--- src/rtl/jk_seq_pkg.sv ---
// Shared opcode and FSM state definitions for the JK bank sequencer.
package jk_seq_pkg;

  localparam logic [2:0] OP_NOP   = 3'd0;
  localparam logic [2:0] OP_CLEAR = 3'd1;
  localparam logic [2:0] OP_SET   = 3'd2;
  localparam logic [2:0] OP_INV   = 3'd3;
  localparam logic [2:0] OP_LOAD  = 3'd4;
  localparam logic [2:0] OP_UP    = 3'd5;
  localparam logic [2:0] OP_DOWN  = 3'd6;
  localparam logic [2:0] OP_RSVD  = 3'd7;

  typedef enum logic [1:0] {
    IDLE = 2'd0,
    RUN  = 2'd1,
    DONE = 2'd2
  } state_e;

endpackage

--- src/rtl/jk_bank_sequencer_cell.sv ---
// Single JK flip-flop: 00 hold, 01 clear, 10 set, 11 toggle; async active-low reset to 0.
module jk_cell (
  input  logic clk,
  input  logic rst_n,
  input  logic j,
  input  logic k,
  output logic q,
  output logic qb
);

  always_ff @(posedge clk or negedge rst_n) begin
    if (!rst_n) begin
      q <= 1'b0;
    end else begin
      case ({j, k})
        2'b01:   q <= 1'b0;
        2'b10:   q <= 1'b1;
        2'b11:   q <= ~q;
        default: q <= q;
      endcase
    end
  end

  assign qb = ~q;

endmodule

--- src/rtl/jk_bank_sequencer.sv ---
// Command-driven sequencer that drives a bank of JK flip-flops for a programmed
// number of edges per accepted command, reporting done and counter wrap.
module jk_bank_sequencer
  import jk_seq_pkg::*;
#(
  parameter int WIDTH = 4,
  parameter int LEN_W = 8
) (
  input  logic             clk,
  input  logic             rst_n,
  input  logic             cmd_valid,
  output logic             cmd_ready,
  input  logic [2:0]       cmd_op,
  input  logic [WIDTH-1:0] cmd_data,
  input  logic [LEN_W-1:0] cmd_len,
  output logic [WIDTH-1:0] q,
  output logic [WIDTH-1:0] qb,
  output logic             busy,
  output logic             done,
  output logic             wrap
);

  state_e           state_q;
  logic [LEN_W-1:0] rem_q;
  logic [2:0]       op_q;
  logic [WIDTH-1:0] data_q;
  logic             done_q;
  logic             wrap_q;
  logic [WIDTH-1:0] j;
  logic [WIDTH-1:0] k;
  logic [WIDTH-1:0] t_up;
  logic [WIDTH-1:0] t_dn;
  logic             accept;

  assign accept    = cmd_valid && (state_q == IDLE);
  assign cmd_ready = (state_q == IDLE);
  assign busy      = (state_q != IDLE);
  assign done      = done_q;
  assign wrap      = wrap_q;

  // Ripple toggle enables: a bit flips when every lower bit is 1 (up) or 0 (down).
  always_comb begin
    t_up    = '0;
    t_dn    = '0;
    t_up[0] = 1'b1;
    t_dn[0] = 1'b1;
    for (int i = 1; i < WIDTH; i++) begin
      t_up[i] = t_up[i-1] & q[i-1];
      t_dn[i] = t_dn[i-1] & ~q[i-1];
    end
  end

  always_comb begin
    j = '0;
    k = '0;
    if (state_q == RUN) begin
      case (op_q)
        OP_CLEAR: k = '1;
        OP_SET:   j = '1;
        OP_INV:   begin j = '1;     k = '1;      end
        OP_LOAD:  begin j = data_q; k = ~data_q; end
        OP_UP:    begin j = t_up;   k = t_up;    end
        OP_DOWN:  begin j = t_dn;   k = t_dn;    end
        default:  begin j = '0;     k = '0;      end
      endcase
    end
  end

  always_ff @(posedge clk or negedge rst_n) begin
    if (!rst_n) begin
      state_q <= IDLE;
      rem_q   <= '0;
      op_q    <= OP_NOP;
      done_q  <= 1'b0;
      wrap_q  <= 1'b0;
    end else begin
      done_q <= 1'b0;
      wrap_q <= 1'b0;
      case (state_q)
        IDLE: begin
          if (accept) begin
            op_q    <= cmd_op;
            rem_q   <= (cmd_len == '0) ? LEN_W'(1) : cmd_len;
            state_q <= RUN;
          end
        end
        RUN: begin
          wrap_q <= ((op_q == OP_UP) && (&q)) || ((op_q == OP_DOWN) && !(|q));
          if (rem_q == LEN_W'(1)) begin
            rem_q   <= '0;
            done_q  <= 1'b1;
            state_q <= DONE;
          end else begin
            rem_q <= rem_q - LEN_W'(1);
          end
        end
        default: state_q <= IDLE;
      endcase
    end
  end

  // Load value is only consumed while RUN, so it needs no reset.
  always_ff @(posedge clk) begin
    if (accept) data_q <= cmd_data;
  end

  for (genvar g = 0; g < WIDTH; g++) begin : g_cell
    jk_cell u_cell (
      .clk   (clk),
      .rst_n (rst_n),
      .j     (j[g]),
      .k     (k[g]),
      .q     (q[g]),
      .qb    (qb[g])
    );
  end

endmodule

--- config.mk ---
export PLATFORM = sky130hd
export DESIGN_NAME = jk_bank_sequencer
export DESIGN_NICKNAME = d
export VERILOG_FILES = /design/src/rtl/jk_seq_pkg.sv /design/src/rtl/jk_bank_sequencer_cell.sv /design/src/rtl/jk_bank_sequencer.sv
export SDC_FILE = /design/constraint.sdc
export NUM_CORES = 1
export LEC_CHECK = 0
export CORE_MARGIN = 2
export CORE_UTILIZATION = 38
export CTS_BUF_LIST = sky130_fd_sc_hd__clkbuf_2 sky130_fd_sc_hd__clkbuf_4 sky130_fd_sc_hd__clkbuf_8
export DETAILED_ROUTE_END_ITERATION = 12
export PLACE_DENSITY = 0.65
export SLEW_MARGIN = 20
export SYNTH_ARGS = -nofsm -noshare
export SYNTH_HDL_FRONTEND = slang
export SYNTH_SLANG_ARGS = --single-unit
--- constraint.sdc ---
create_clock -name clk -period 1.8 [get_ports clk]
set_input_delay 0.27 -clock clk [delete_from_list [all_inputs] [get_ports clk]]
set_output_delay 0.27 -clock clk [all_outputs]
set_load 0.03 [all_outputs]
==> qor.csv, run 1 <==
metric,value,unit
status,finished with violations,
violated checks,negative setup slack,
CP Depth,6,
clock latency on the worst-skew pair,0.30,ns
reg-to-reg critical path startpoint,rem_q[1],
first-pass GRT wire length,5.140,mm
worst path cell trace,"inv_2, ha_4, or3b_4, or4b_4, a21oi_2, a221o_2",
share of cells above drive strength 1,17.68,%
GR peak layer,met2,
All-Layer GR Usage,15.99,%
"FFs w/ async S/R, synth",82.61,%
Clock transition at path regs,0.12,ns
CORE AREA,3416,µm²
register area share after synthesis,42.88,%
RD Place Congestion,0.8759,
synthesized area per cell,9.198,µm²
diodes inserted,0,
die height,64.46,µm
CP Capture Point,rem_q[6],
CTS max path bufs,2,
HP Class,in2async,
IO Count,30,
grt met2 use,29.82,%
initial antenna violation count,0,
endpoint class of the critical path,flip-flop,
Clock Power Share,29.6,%
Most used DFF post-synth,dfrtp_1,
die area,4154,µm²
CP max stage cell,or4b_4,
post-synth top area share,34.23,%
max-cap violations,0,
Post-Route WL,3.052,mm
M3 GR Usage,2.778,%
WP data arrival,2.05,ns
cells on worst reg2reg path,6,
Layout Nets,202,
TritonCTS clock tree,done,
Final Hold Fails,0,
Least-Margin Pin Slew,0.4050,ns
cells after synthesis,151,
# port buffers,29,
clock root cell,clkbuf_4,
Critical Path Fanout Max,3,
Max stage delay on crit path,0.49,ns
NetSw,0.0001595,W
Slew Limit Fails,0,
H-tree Lvls,1,
"Cell Area, Synth",1389,µm²
post-synth cell types,50,
DR pass1 iterations,4,
total buffers and inverters traversed by the critical path,1,
largest net degree at the start of global routing,20,
vias,1212,
Die W,64.46,µm
pre-CTS setup slack,-0.01710,ns
vias per inst,5.339,
average wire per standard cell,13.44,µm
Final ANT Viol Nets,0,
"top cells by area, synth","dfrtp_1 (34%), edfxtp_1 (8.6%), buf_4 (4.3%), nor2_1 (4.1%), o21ai_0 (3.2%)",
Yosys reg bits,23,
final worst path period need,1.801,ns
Num CTS Buffers,3,
static leakage,0.7814,nW
Worst R2R End,rem_q[6],
post-synth top area cell,dfrtp_1,
Area Overhead vs Synth,29.82,%
CP required,2.05,ns
GR Overflow Total,0,
Setup crit start kind,flip-flop,
Setup CP Type,reg2reg,
PnR worst setup slack,-0.0005951,ns
"delay-heaviest family, CP",simple AND/OR/NAND/NOR gates,
maximum clock rate,0.5554,GHz
Clock Skews,0.007582,ns
vias in the first global route,1197,
Synth top cells by count,"dfrtp_1 (19), nor2_1 (15), inv_1 (11)",
met1 Track Usage GR,17.71,%
crit path launch,rem_q[1],
internal cell power,0.0006645,W
Slew Limit Headroom,72.75,%
HPWL Detailed,2.297,mm
sequential share of power,64.2,%
setup_tns,-0.0005951,ns
Setup-failing EPs final,1,
DRC viols,0,
switching part of the total,19.36,%
Comb power frac,6.2,%
Synth Net Count,171,
RSZ-0062 raised after global routing,true,
Sink Count,23,
period utilization,100.0,%
Pwr Density,457.0,nW/µm²
worst vdd ir,0.2468,mV
Syn. warnings,0,
number of synthesized flops with an enable pin,4,
1st-iter DRT viols,77,
Initial Utilization,40.66,%
"count leader, synth",dfrtp_1,
row count,21,
Worst R2R Setup Slack,-0.0006,ns
==> timing repair <==
item,4_1_cts,5_1_grt
resized for setup,7,13
hold buffers,0,0
setup endpoints to repair,7,8
pin swaps,1,6
buffers inserted,3,1
==> power by group through the flow <==
| stage | combinational, W | sequential (W) | clock, W |
|---|---|---|---|
| floorplan | 0.000000846 | 0.000539 | 0 |
| global placement | 0.0000512 | 0.000539 | 0 |
| detailed placement | 0.0000523 | 0.000539 | 0 |
| CTS | 0.0000524 | 0.000529 | 0.000261 |
| global route | 0.0000556 | 0.000529 | 0.000290 |
| finish | 0.0000510 | 0.000529 | 0.000244 |
==> area by class of cell <==
type	instances	area (µm²)
Clock buffer	4	30.03
Fill cell	332	1613
Inverter	12	45.04
Multi-Input combinational cell	101	696.9
Sequential cell	23	595.6
Tap cell	46	57.56
Timing Repair Buffer	41	377.9
==> cells in the final DEF (no fill, tap or decap), types with 2 or more instances in the layout <==
master	Yosys	layout
a21oi_1	6	5
and3_1	2	2
clkdlybuf4s50_1	0	21
o21bai_1	2	2
o311a_1	2	2
dlygate4sd2_1	0	6
edfxtp_1	4	4
inv_2	0	2
nand2_1	10	10
buf_4	8	12
mux2i_1	3	3
nand3_1	2	2
dfrtp_1	19	19
mux2_2	2	2
nor2_1	15	14
o21ai_1	0	2
o21ai_0	9	7
nor4_1	3	3
nand2b_1	3	3
clkbuf_4	0	4
o311ai_0	2	2
nor3_1	4	4
dlymetal6s2s_1	0	2
inv_1	11	9
a22oi_1	2	2
o22a_1	2	2
o31ai_1	3	3
a31oi_1	2	2
==> registers in the layout, summed over array words and instances, names as in the netlist <==
register and count:
op_q 3, state_q 2, data_q 4, rem_q 8, g_cell.u_cell.q 4, wrap 1
done 1
==> metrics by stage <==
step / power [W] / area (µm²) / instances / util, % / hold WS, ns
after floorplan: 0.0005403 / 1389 / 151 / - / -0.02559
after global placement: 0.0005905 / 1714 / 220 / 50.18 / 0.5493
after detailed placement: 0.0005916 / 1714 / 220 / 50.18 / 0.5511
after CTS: 0.0008428 / 1759 / 227 / 51.50 / 0.2955
after global routing: 0.0008744 / 1803 / 227 / 52.78 / 0.2954
final: 0.0008240 / 1803 / 227 / 52.78 / 0.2954
==> metal layers <==
metal | vias up | share of wire [%]
met5 | - | 0
met1 | 573 | 42
met3 | 8 | 3.7
met4 | 0 | 2.3
met2 | 31 | 52
li1 | 600 | -
==> worst min path at each step <==
stage / start / endpoint / slack (ns) / depth (start not counted)
3_5_place_dp: rem_q[3] / rem_q[3] / 0.55 / 1
4_1_cts: rst_n / g_cell[2].u_cell.q / 0.30 / 2
5_1_grt: rst_n / wrap / 0.30 / 2
6_report: rst_n / state_q[1] / 0.30 / 2
3_3_place_gp: rem_q[3] / rem_q[3] / 0.55 / 1
2_1_floorplan: rst_n / done / -0.03 / 0
==> kinds of logic after synthesis <==
family / count (synthesis) / share of synthesized area (%)
buffers and inverters: 27 / 9.729
multiplexers: 5 / 3.784
adder cells (fa/ha/maj): 2 / 1.802
AND/OR/NAND/NOR: 51 / 19.82
XOR/XNOR: 1 / 0.6307
AO/OA/AOI/OAI: 42 / 21.35
flip-flops: 23 / 42.88
Note: power is estimated with default switching activity, not from simulation.
==> run 2: changes to the inputs <==
--- a/config.mk
+++ b/config.mk
@@ -5,6 +5,7 @@
 export SDC_FILE = /design/constraint.sdc
 export NUM_CORES = 1
 export LEC_CHECK = 0
+export CORE_ASPECT_RATIO = 1.25
 export CORE_MARGIN = 2
 export CORE_UTILIZATION = 38
 export CTS_BUF_LIST = sky130_fd_sc_hd__clkbuf_2 sky130_fd_sc_hd__clkbuf_4 sky130_fd_sc_hd__clkbuf_8
==> qor.csv, run 2 (synthesized netlist as in run 1, its figures left out) <==
metric,value,unit,change
die height,71.59,µm,was 64.46 µm
status,finished with violations,,unchanged
HP Class,in2async,,unchanged
footprint of the multi-input gates,683.2,µm²,was 696.9 µm²
Slew Limit Headroom,69.87,%,was 72.75%
RSZ-0062 raised after global routing,true,,unchanged
Sink Count,23,,unchanged
hold slack,0.3458,ns,was 0.2954 ns
most frequent cells in the layout,"clkdlybuf4s50_1 (24), dfrtp_1 (19), nor2_1 (14), buf_4 (12)",,"was clkdlybuf4s50_1 (21), dfrtp_1 (19), nor2_1 (14), buf_4 (12), nand2_1 (10)"
DRC viols,0,,unchanged
Layout Nets,202,,unchanged
Worst R2R Setup Slack,-0.07,ns,was -0.0006 ns
H-tree Lvls,1,,unchanged
Final ANT Viol Nets,0,,unchanged
vias in the first global route,1273,,was 1197
final core utilization,51.76,%,was 52.78%
crit path launch,rem_q[1],,unchanged
Setup crit start kind,flip-flop,,unchanged
# port buffers,29,,unchanged
RD Place Congestion,0.9494,,was 0.8759
Filler cells,329,,was 332
Die W,58.07,µm,was 64.46 µm
violated checks,negative setup slack,,unchanged
CP Capture Point,rem_q[6],,unchanged
clock root cell,clkbuf_8,,was clkbuf_4
PnR worst setup slack,-0.06961,ns,was -0.0005951 ns
All-Layer GR Usage,16.84,%,was 15.99%
initial antenna violation count,0,,unchanged
vias,1256,,was 1212
fin area,1803,µm²,unchanged
Power Total,0.0009003,W,was 0.0008240 W
Num CTS Buffers,3,,unchanged
Setup-failing EPs final,1,,unchanged
vias per inst,5.709,,was 5.339
DR pass1 iterations,4,,unchanged
Slew Limit Fails,0,,unchanged
TritonCTS clock tree,done,,unchanged
top flop regs,"rem_q (8), data_q (4), g_cell.u_cell.q (4)",,unchanged
row count,24,,was 21
largest net degree at the start of global routing,20,,unchanged
hold buffers post-CTS,0,,unchanged
placed inst area,1713,µm²,was 1714 µm²
Setup CP Type,reg2reg,,unchanged
endpoint class of the critical path,flip-flop,,unchanged
CTS max path bufs,2,,unchanged
number of flip-flops in the largest register,8,,unchanged
first-pass GRT wire length,5.520,mm,was 5.140 mm
clock latency on the worst-skew pair,0.25,ns,was 0.30 ns
maximum clock rate,0.5349,GHz,was 0.5554 GHz
IO Count,30,,unchanged
cells on worst reg2reg path,6,,unchanged
Area Overhead vs Synth,29.82,%,unchanged
CP required,2.00,ns,was 2.05 ns
average wire per standard cell,15.18,µm,was 13.44 µm
1st-iter DRT viols,113,,was 77
final worst path period need,1.870,ns,was 1.801 ns
share of cells above drive strength 1,16.02,%,was 17.68%
Initial Utilization,39.87,%,was 40.66%
Worst R2R End,rem_q[6],,unchanged
reg-to-reg critical path startpoint,rem_q[1],,unchanged
Clock Skews,0.003441,ns,was 0.007582 ns
die area,4157,µm²,was 4154 µm²
diodes inserted,0,,unchanged
HPWL Detailed,2.527,mm,was 2.297 mm
GR Overflow Total,0,,unchanged
static leakage,0.7887,nW,was 0.7814 nW
Post-Route WL,3.340,mm,was 3.052 mm
Pwr Density,499.4,nW/µm²,was 457.0 nW/µm²
"most common cell after layout, fill and taps aside",clkdlybuf4s50_1,,unchanged
max-cap violations,0,,unchanged
Top reg by flops,rem_q,,unchanged
period utilization,103.9,%,was 100.0%
Clock transition at path regs,0.08,ns,was 0.12 ns
worst vdd ir,0.2785,mV,was 0.2468 mV
setup_tns,-0.06961,ns,was -0.0005951 ns
Least-Margin Pin Slew,0.4478,ns,was 0.4050 ns
CORE AREA,3483,µm²,was 3416 µm²
WP data arrival,2.07,ns,was 2.05 ns
Register Area,595.6,µm²,unchanged
Final Hold Fails,0,,unchanged
Critical Path Fanout Max,4,,was 3
==> run 2: power by group <==
part	total (W)	leakage (nW)	internal [W]	switching [W]
clock	0.000321	0.0262	0.000172	0.000148
combinational	0.0000510	0.521	0.0000342	0.0000168
sequential	0.000529	0.241	0.000529	0
==> run 2: worst min path at each step <==
| stage | start | cells past startpoint | endpoint |
|---|---|---|---|
| floorplan | rst_n | 0 | done |
| global placement | rem_q[3] | 1 | rem_q[3] |
| detailed placement | rem_q[3] | 1 | rem_q[3] |
| CTS | rst_n | 2 | state_q[0] |
| global route | rst_n | 2 | rem_q[0] |
| finish | rst_n | 2 | state_q[0] |
==> run 2: critical path, cell delays in order (launching register included) <==
cell and delay, ns:
dfrtp_1 0.41, inv_2 0.08, ha_1 0.16, or3b_4 0.40, or4b_4 0.50, a21oi_2 0.16, a221o_2 0.11
==> run 2: repair_timing <==
item | in CTS | in global routing
cloned | 0 | 0
setup buffers | 2 | 0
resized for setup | 5 | 6
pin swaps | 0 | 2
setup endpoints to repair | 7 | 6
==> run 2: area by class of cell <==
| type | count | share of cell area, % |
|---|---|---|
| inverter | 12 | 2.498 |
| sequential | 23 | 33.03 |
| clock buffer | 4 | 2.706 |
| timing repair buffer | 41 | 21.17 |
| tap | 39 | 2.706 |
| multi-input combinational | 101 | 37.89 |
==> run 2: per-stage QoR <==
step	worst slack (ns)	std cells
4_1_cts	-0.02033	220
3_3_place_gp	0.03983	214
3_5_place_dp	-0.04883	214
2_1_floorplan	0.03281	151
5_1_grt	-0.1337	220
6_report	-0.06961	220
==> run 2: metal layers <==
| layer | wire length (µm) | track usage [%] | share of wire (%) |
|---|---|---|---|
| met5 | 0 | 0 | 0 |
| met4 | 51 | 6.718 | 1.5 |
| met3 | 192 | 2.527 | 5.7 |
| met2 | 1773 | 30.68 | 53 |
| met1 | 1323 | 19.35 | 40 |
==> run 3: changes to the inputs <==
--- a/config.mk
+++ b/config.mk
@@ -11,6 +11,7 @@
 export CTS_BUF_LIST = sky130_fd_sc_hd__clkbuf_2 sky130_fd_sc_hd__clkbuf_4 sky130_fd_sc_hd__clkbuf_8
 export DETAILED_ROUTE_END_ITERATION = 12
 export PLACE_DENSITY = 0.65
+export SETUP_SLACK_MARGIN = 0.1
 export SLEW_MARGIN = 20
 export SYNTH_ARGS = -nofsm -noshare
 export SYNTH_HDL_FRONTEND = slang
==> qor.csv, run 3 (synthesized netlist as in run 1, its figures left out) <==
metric,value,unit,change
status,finished with violations,,unchanged
violated checks,negative setup slack,,unchanged
max-cap violations,0,,unchanged
"delay-heaviest family, CP",simple AND/OR/NAND/NOR gates,,unchanged
Setup crit start kind,flip-flop,,unchanged
share of cells above drive strength 1,17.13,%,was 16.02%
final core utilization,52.01,%,was 51.76%
Slew Limit Headroom,76.57,%,was 69.87%
Least-Margin Pin Slew,0.3514,ns,was 0.4478 ns
Final Hold Fails,0,,unchanged
Filler cells,339,,was 329
Top reg by flops,rem_q,,unchanged
Comb power frac,5.7,%,about the same
DRC viols,0,,unchanged
Post-Route WL,3.281,mm,was 3.340 mm
H-tree Lvls,1,,unchanged
Critical Path Fanout Max,4,,unchanged
Slew Limit Fails,0,,unchanged
vias per inst,5.686,,was 5.709
IO Count,30,,unchanged
Area Overhead vs Synth,30.45,%,was 29.82%
final worst path period need,1.822,ns,was 1.870 ns
clock latency on the worst-skew pair,0.26,ns,was 0.25 ns
Register Area,596.8,µm²,was 595.6 µm²
Initial Utilization,39.87,%,unchanged
total buffers and inverters traversed by the critical path,1,,unchanged
Clock Skews,0.006945,ns,was 0.003441 ns
row count,24,,unchanged
Pwr Density,492.6,nW/µm²,was 499.4 nW/µm²
1st-iter DRT viols,49,,was 113
cells on worst reg2reg path,6,,unchanged
clock root cell,clkbuf_8,,unchanged
NetSw,0.0001755,W,was 0.0001649 W
worst vdd ir,0.2621,mV,was 0.2785 mV
Die W,58.07,µm,unchanged
die height,71.59,µm,unchanged
endpoint class of the critical path,flip-flop,,unchanged
PnR worst setup slack,-0.02166,ns,was -0.06961 ns
footprint of the multi-input gates,698.2,µm²,was 683.2 µm²
vias in the first global route,1206,,was 1273
number of flip-flops in the largest register,8,,unchanged
most frequent cells in the layout,"clkdlybuf4s50_1 (20), dfrtp_1 (18), nor2_1 (13), buf_4 (12)",,"was clkdlybuf4s50_1 (24), dfrtp_1 (19), nor2_1 (14), buf_4 (12)"
Final ANT Viol Nets,0,,unchanged
average wire per standard cell,14.91,µm,was 15.18 µm
static leakage,0.7848,nW,was 0.7887 nW
Num CTS Buffers,3,,unchanged
hold buffers post-CTS,0,,unchanged
All-Layer GR Usage,16.29,%,was 16.84%
GR Overflow Total,0,,unchanged
"most common cell after layout, fill and taps aside",clkdlybuf4s50_1,,unchanged
RSZ-0062 raised after global routing,true,,unchanged
DR pass1 iterations,4,,unchanged
RD Place Congestion,0.8882,,was 0.9494
Sink Count,23,,unchanged
top flop regs,"rem_q (8), data_q (4), g_cell.u_cell.q (4)",,unchanged
internal cell power,0.0007170,W,was 0.0007354 W
Setup CP Type,reg2reg,,unchanged
CORE AREA,3483,µm²,unchanged
initial antenna violation count,0,,unchanged
die area,4157,µm²,unchanged
Max stage delay on crit path,0.47,ns,was 0.50 ns
CP Depth,6,,unchanged
CP required,2.00,ns,about the same
Clock transition at path regs,0.08,ns,about the same
HPWL Detailed,2.501,mm,was 2.527 mm
TritonCTS clock tree,done,,unchanged
sequential share of power,59.2,%,was 58.7%
CP max stage cell,or4b_1,,was or4b_4
Setup-failing EPs final,1,,unchanged
period utilization,101.2,%,was 103.9%
first-pass GRT wire length,5.340,mm,was 5.520 mm
maximum clock rate,0.5490,GHz,was 0.5349 GHz
Layout Nets,202,,unchanged
HP Class,in2async,,unchanged
WP data arrival,2.02,ns,was 2.07 ns
# port buffers,29,,unchanged
CTS max path bufs,2,,unchanged
diodes inserted,0,,unchanged
switching part of the total,19.66,%,was 18.32%
worst path cell trace,"inv_1, ha_1, or3b_4, or4b_1, a21oi_1, a221o_2",,"was inv_2, ha_1, or3b_4, or4b_4, a21oi_2, a221o_2"
vias,1251,,was 1256
Clock Power Share,35.1,%,was 35.6%
largest net degree at the start of global routing,20,,unchanged
setup_tns,-0.02166,ns,was -0.06961 ns
[run 3: cell count changes in the layout (fill, tap and decap cells not counted), moves of 2 or more]
cell	before	now
dlygate4sd2_1	3	7
clkdlybuf4s50_1	24	20
o21ai_0	9	7
o21ai_1	0	2
[run 3: through the flow]
step                std cells  hold WS (ns)  area (µm²)  power [W]  setup WS, ns
floorplan                 151      -0.02559        1391  0.0005403       0.03281
global placement          214        0.5573        1715  0.0005902       0.01804
detailed placement        214        0.5533        1715  0.0005911      -0.02670
CTS                       220        0.3473        1777  0.0009042      -0.01957
global route              220        0.3660        1812  0.0009213      -0.07503
finish                    220        0.3324        1812  0.0008926      -0.02166
[run 3: timing repair]
action / 4_1_cts / 5_1_grt
gates resized for setup: 10 / 9
hold endpoints to repair: 0 / 0
pin swaps: 2 / 0
endpoints found under the setup margin: 10 / 13
setup buffers: 2 / 0
[run 3: cell type report]
type	instances	share of cell area, %
clock buffers	3	2.279
well taps	39	2.693
repair buffers	41	20.79
multi-input cells	101	38.54
inverters	12	2.486
flip-flops and latches	23	32.94
clock inverters	1	0.2762
[run 3: worst register-to-register path, cell delays in order (launching register included)]
cell and delay [ns]:
dfrtp_1 0.42, inv_1 0.07, ha_1 0.15, or3b_4 0.40, or4b_1 0.47, a21oi_1 0.14, a221o_2 0.12
[run 3: final timing paths]
check                              startpoint                  to  slack (ns)
max reg2reg                          rem_q[0]            rem_q[6]       -0.02
max                                  rem_q[0]            rem_q[6]       -0.02
min in group clk                  cmd_data[3]           data_q[3]        0.56
min                                     rst_n            rem_q[1]        0.33
min reg2reg                g_cell[3].u_cell.q  g_cell[3].u_cell.q        0.59
max in group asynchronous               rst_n             op_q[2]        1.25
[run 3: routing by layer]
layer	track usage, %	up-vias	part of all wire, %
li1	-	602	-
met2	31.06	37	56
met3	1.986	8	4.0
met5	0	-	0
met1	18.13	604	38
met4	5.685	0	2.0
[run 3: power by group through the flow]
stage	logic (W)	clock network [W]	registers (W)
after global placement	0.0000509	0	0.000539
after global routing	0.0000551	0.000338	0.000529
after detailed placement	0.0000518	0	0.000539
after CTS	0.0000518	0.000324	0.000529
final	0.0000510	0.000313	0.000529
after floorplan	0.000000846	0	0.000539
